<file path="config.mk">
export PLATFORM = sky130hd
export DESIGN_NAME = timer_dev
export DESIGN_NICKNAME = d
export VERILOG_FILES = /design/src/rtl/timer_dev.sv
export SDC_FILE = /design/constraint.sdc
export NUM_CORES = 1
export LEC_CHECK = 0
export CORE_ASPECT_RATIO = 0.6
export CORE_MARGIN = 3
export CORE_UTILIZATION = 53
export DETAILED_ROUTE_END_ITERATION = 16
export PLACE_DENSITY = 0.81
export SYNTH_ARGS = -nofsm -noshare
export SYNTH_HDL_FRONTEND = slang
export SYNTH_SLANG_ARGS = --single-unit
</file>
<file path="constraint.sdc">
create_clock -name clk -period 3.75 [get_ports clk]
set_input_delay 1.125 -clock clk [delete_from_list [all_inputs] [get_ports clk]]
set_output_delay 1.125 -clock clk [all_outputs]
set_load 0.1 [all_outputs]
</file>
<file path="src/rtl/timer_dev.sv">
// Memory-mapped countdown timer on the data-store bus: CTRL/PRESET/COUNT registers,
// one-shot or auto-reload countdown, level interrupt on terminal count.
module timer_dev #(
    parameter int          CNT_W      = 32,
    parameter logic [31:0] RST_PRESET = 32'd0
) (
    input  logic        clk,
    input  logic        rst,
    input  logic        we,
    input  logic [1:0]  addr,
    input  logic [3:0]  be,
    input  logic [31:0] din,
    output logic [31:0] dout,
    output logic        irq
);

    localparam logic [1:0] S_IDLE = 2'd0;
    localparam logic [1:0] S_LOAD = 2'd1;
    localparam logic [1:0] S_CNT  = 2'd2;
    localparam logic [1:0] S_INT  = 2'd3;

    localparam logic [1:0] A_CTRL   = 2'd0;
    localparam logic [1:0] A_PRESET = 2'd1;
    localparam logic [1:0] A_COUNT  = 2'd2;

    localparam logic [1:0] MODE_RELOAD = 2'd1;

    logic [1:0]       state_q, state_d;
    logic             en_q, en_d;
    logic [1:0]       mode_q, mode_d;
    logic             im_q, im_d;
    logic             pend_q, pend_d;
    logic [CNT_W-1:0] preset_q, preset_d;
    logic [CNT_W-1:0] count_q, count_d;

    logic             ctrl_wr;
    logic             preset_wr;
    logic [31:0]      preset_ext;
    logic [31:0]      count_ext;
    logic [31:0]      preset_merged;

    function automatic logic [31:0] byte_merge(
        input logic [31:0] old_val,
        input logic [31:0] wdata,
        input logic [3:0]  ben
    );
        logic [31:0] merged;
        for (int i = 0; i < 4; i++) begin
            merged[8*i +: 8] = ben[i] ? wdata[8*i +: 8] : old_val[8*i +: 8];
        end
        return merged;
    endfunction

    assign preset_ext    = 32'(preset_q);
    assign count_ext     = 32'(count_q);
    assign preset_merged = byte_merge(preset_ext, din, be);

    // Only byte lane 0 of CTRL is writable; COUNT and the reserved word ignore writes.
    assign ctrl_wr   = we && (addr == A_CTRL) && be[0];
    assign preset_wr = we && (addr == A_PRESET);

    always_comb begin
        state_d  = state_q;
        count_d  = count_q;
        en_d     = ctrl_wr ? din[0]   : en_q;
        mode_d   = ctrl_wr ? din[2:1] : mode_q;
        im_d     = ctrl_wr ? din[3]   : im_q;
        pend_d   = ctrl_wr ? 1'b0     : pend_q;
        preset_d = preset_wr ? preset_merged[CNT_W-1:0] : preset_q;

        // The FSM acts on register values from before this edge; the INT
        // assignments below come last so a terminal-count event beats a
        // simultaneous CTRL write (PEND set wins, one-shot EN clear wins).
        case (state_q)
            S_IDLE: begin
                if (en_q) begin
                    state_d = S_LOAD;
                end
            end
            S_LOAD: begin
                if (en_q) begin
                    count_d = preset_q;
                    state_d = S_CNT;
                end else begin
                    state_d = S_IDLE;
                end
            end
            S_CNT: begin
                if (!en_q) begin
                    state_d = S_IDLE;
                end else if (count_q == '0) begin
                    state_d = S_INT;
                end else begin
                    count_d = count_q - CNT_W'(1);
                end
            end
            S_INT: begin
                pend_d = 1'b1;
                if (mode_q == MODE_RELOAD) begin
                    state_d = S_LOAD;
                end else begin
                    en_d    = 1'b0;
                    state_d = S_IDLE;
                end
            end
            default: begin
                state_d = S_IDLE;
            end
        endcase
    end

    always_ff @(posedge clk) begin
        if (!rst) begin
            state_q  <= S_IDLE;
            en_q     <= 1'b0;
            mode_q   <= 2'd0;
            im_q     <= 1'b0;
            pend_q   <= 1'b0;
            preset_q <= RST_PRESET[CNT_W-1:0];
            count_q  <= '0;
        end else begin
            state_q  <= state_d;
            en_q     <= en_d;
            mode_q   <= mode_d;
            im_q     <= im_d;
            pend_q   <= pend_d;
            preset_q <= preset_d;
            count_q  <= count_d;
        end
    end

    always_comb begin
        dout = 32'd0;
        case (addr)
            A_CTRL:   dout = {27'd0, pend_q, im_q, mode_q, en_q};
            A_PRESET: dout = preset_ext;
            A_COUNT:  dout = count_ext;
            default:  dout = 32'd0;
        endcase
    end

    assign irq = pend_q & im_q;

endmodule

</file>
# Word-level counts from Yosys, hierarchy flattened
# Index checks and enable logic that the tools add are counted.
# W data, S select, Z words.
# word_totals
word_cells,53
register_bits,71
# op_classes
reduce_logical,14
n_bitwise,1
n_addsub,1
eq_ne,11
mux,16
# op_table
cell,n
$mux W32,3
$pmux W32 S3,1
$pmux W32 S2,1
$logic_not A32 Y1,1
$sub A32 B1 Y32 const B,1
$reduce_and A2 Y1,5
$mux W2,4
$ne A2 B2 Y1 const B,4
$pmux W2 S4,1
$eq A2 B1 Y1 const B,3
$eq A2 B2 Y1 const B,3
$mux W1,6
$logic_not A2 Y1,2
$reduce_and A4 Y1,1
$reduce_bool A2 Y1,2
$logic_and A1 B1 Y1,3
$ne A3 B3 Y1 const B,1
$and A1 B1 Y1,1

# Logic depth before layout (Yosys ltp)
# Gate-level depths: netlist of the first run.
# logic_depth
depth_word,6
depth_mapped,10
mapped_depth_nobuf,8

# Least setup slack after synthesis of the first run
# OpenSTA, ideal clock, no wires.
# synth_path
path_kind,input port to output port
from,input addr[1]
to,output dout[0]
setup_slack_ps,-1029
t_arrival_ps,3654
stages,3
required_time_ps,2625
cell_sequence,clkbuf_1 mux2i_1 o21ai_0
# synth_between
elab_chain_cells,2
# synth_lines
element,line_no,rtl
from (decl),10,"input logic [1:0] addr,"
$eq A2 B2 Y1 (tied with other cells),134,case (addr)
$pmux W32 S3 *,134,
to (decl),13,"output logic [31:0] dout,"
# Every way passes the cells marked *; elsewhere a longest branch is shown, timed or not.

# Final worst setup path of the first run
# layout_path
from,input addr[1]
to,output dout[16]
# Same word-level chain as after synthesis.

==> results of run 1 <==
-- sequential cells by signal (all words and copies together) (netlist names) --
name / count
mode_q: 2
en_q: 1
im_q: 1
state_q: 2
count_ext: 32
pend_q: 1
preset_ext: 32
-- cells in the mapped netlist (all sizes together), types with 2 or more instances --
cell type | instances | area [um2]
nand2b | 4 | 25.0
nand3 | 15 | 87.6
nand4 | 4 | 25.0
a22oi | 2 | 15.0
inv | 5 | 18.8
a32oi | 2 | 17.5
o211ai | 10 | 75.1
and2 | 3 | 18.8
a21oi | 77 | 389
o22ai | 2 | 12.5
or2 | 3 | 18.8
a21o | 8 | 60.1
o31a | 2 | 17.5
a41oi | 2 | 17.5
or3 | 2 | 12.5
clkbuf | 34 | 128
nor2 | 39 | 151
o32ai | 6 | 52.6
nand2 | 106 | 398
o21ai | 21 | 109
a22o | 27 | 236
mux2i | 11 | 110
nor4 | 9 | 101
nor2b | 6 | 37.5
nor3 | 14 | 70.1
or4 | 7 | 60.1
and3 | 5 | 31.3
nor4b | 2 | 17.5
dfxtp | 71 | 1420
o31ai | 8 | 60.1
nand3b | 2 | 15.0
o21a | 3 | 22.5
buf | 14 | 91.3
-- worst max-delay path by stage --
stage                        from       end  slack [ns]  cells after the start
after floorplan           addr[1]  dout[10]       -0.05                      5
after global placement    addr[1]  dout[15]        0.14                      5
after detailed placement  addr[1]  dout[16]        0.12                      5
after CTS                 addr[1]  dout[16]        0.11                      5
after global routing      addr[1]   dout[8]        0.02                      5
final                     addr[1]  dout[16]        0.09                      5
-- power by group through the flow --
stage | Clock [mW] | Sequential (mW) | Combinational (mW)
6_report | 0.930 | 0.777 | 0.272
3_3_place_gp | 0 | 0.793 | 0.258
2_1_floorplan | 0 | 0.788 | 0.167
3_5_place_dp | 0 | 0.793 | 0.265
4_1_cts | 0.938 | 0.777 | 0.267
5_1_grt | 0.969 | 0.778 | 0.291
-- layer usage --
| layer | vias to the layer above | GRT usage, % | part of all wire [%] |
|---|---|---|---|
| met5 | - | 0 | 0 |
| met1 | 2031 | 37.9 | 44 |
| met2 | 244 | 45.2 | 45 |
| met4 | 0 | 11.2 | 1.9 |
| li1 | 2034 | - | - |
| met3 | 27 | 7.90 | 9.1 |
-- kinds of logic after synthesis --
| family | count (synthesis) | synth area share (%) |
|---|---|---|
| compound gates | 174 | 28.0 |
| mux | 11 | 2.76 |
| fa+ha+maj | 1 | 0.313 |
| simple gates | 224 | 27.4 |
| flops | 71 | 35.6 |
| buf+inv | 53 | 5.95 |
-- final cells by class --
class,count,share of cell area (%)
clock inverters,5,1.48
well taps,100,2.28
flip-flops and latches,71,25.9
multi-input cells,410,44.0
clock buffers,11,4.43
repair buffers,87,21.5
inverters,5,0.342
-- stage by stage --
stage	instance area, um2	util, %	hold slack (ns)	TNS [ns]	total power, mW
after floorplan	4060	-	0.449	-0.953	0.955
after global placement	5160	73.7	0.464	0	1.05
after detailed placement	5160	73.7	0.468	0	1.06
after CTS	5480	78.4	0.476	0	1.98
after global routing	5480	78.4	0.507	0	2.04
final	5480	78.4	0.475	0	1.98
-- critical path, delay by kind of cell --
kind	cells	cell delay [ns]
AO/OA/AOI/OAI	1	0.20
buffers and inverters	3	0.98
AND/OR/NAND/NOR	1	0.21
==> flow_summary.toml, run 1 <==
[status]
outcome = "completed"

[logic_synthesis]
yosysSeqAreaShare_pct = 35.6
yosys_warnings = 0
synth_ff_type = "dfxtp_1"
synth-edff-count = 0
avgSynthCellArea_um2 = 7.48
synth_cells = 534
async_reset_ff_share_pct = 0
yosysUniqueCellTypes = 50
synth_area_um2 = 3990
ys_ff_latch = 71
synthesis.nets = 576

[clock_network]
postCtsSetupBuffers = 0
htreeDepth = 3
cts_inserted_buffers = 9
cts.sinks = 71
cts_hold_buf = 0
cts_tree = "done"
cts_buffer_depth = 2
cts_resized = 0
clk-insertion-delay-late_ns = 0.34
path_clk_slew_ns = 0.06
clockRootBuffer = "clkbuf_16"

[floorplan]
die_h_um = 73.2
design.die.area_um2 = 8650
start_util_pct = 57.1
fp.dieW_um = 118
row_count = 23
pin_count = 74
core_um2 = 6990

[global_routing]
antenna_found_initial = 0
grt_pass1_wl_um = 20100
grt_pass1_vias = 4081
overflow = 0
grt_usage_pct = 28.7
grt_max_degree = 63

[routing]
routedWlPerCell_um = 17.5
drt_iter0_markers = 470
drcViolationCount = 0
viasPerCell = 6.29
ant_nets = 0
wl_um = 12100
vias = 4336
first_pass_iters = 5

[worst_setup_path]
critPathCaptureType = "output port"
worst_ep_required_time_ns = 2.62
crit_chain = "clkdlybuf4s50_1 > nor2b_2 > buf_4 > a22o_2 > buf_12"
rr_endpoint = "count_ext[1]"
cp_slowest_stage_delay_ns = 0.59
critPathSlowestCell = "clkdlybuf4s50_1"
crit_type = "primary input to output port"
arrival_ns = 2.54
r2r_cells = 7
ff2ff_setup_slack_ns = 0.95
r2r_start = "count_ext[11]"
critPathMaxFanout = 14
cp-start-kind = "primary input"

[pwr]
power_frac_clock_pct = 47.0
p_leak_nw = 1.93
netSwitchingFraction_pct = 25.4
comb_power_share_pct = 13.8
sequentialPowerShare_pct = 39.3
power.density_nw_per_um2 = 361
p_switching_mw = 0.504
p_int_mw = 1.48
ir_worst_vdd_mv = 0.249

[timing]
fin_crit_ns = 3.66
finClkSkew_ns = 0.00625
final.period_utilization_pct = 97.6
tightestPinTransition_ns = 1.18
max_freq_ghz = 0.273
hold_viol_final = 0
drv_slew = 0
max-slew-margin-rel_pct = 21.5
setup_ws_ns = 0.0899
setup_viol = 0
rsz0062_at_grt = "false"

[placed_design]
hpwl_um = 8140
dp_slack_ns = 0.122
io_buffers = 73
dp.cells = 673
routabilityCongestion = 0.904

[cells_and_area]
fillers = 505
final_cell_mix = "nand2_1 (106), a21oi_1 (76), dfxtp_1 (71)"
layoutNonFillerInstCount = 689
ff_latch_area_um2 = 1420
num_antenna_cells = 0
fin_nets = 626
layout_commonest_cell = "nand2_1"
drive_gt1_share_pct = 19.0
multi_input_area_um2 = 2410
synthToLayoutAreaGrowth_pct = 37.2

[min_path]
hold_start = "preset_ext[16]"
holdPathEnd = "preset_ext[16]"
hold_depth = 2
min_path_type = "flop to flop"

[job]
cap_violations = 0
Note: power is estimated with default switching activity, not from simulation.
==> inputs of run 2 (changes only) <==
Settings changed: GPL_ROUTABILITY_DRIVEN from default to 0.
==> results of run 2 <==
Final layout, timing and power as in run 1 (identical DEF).
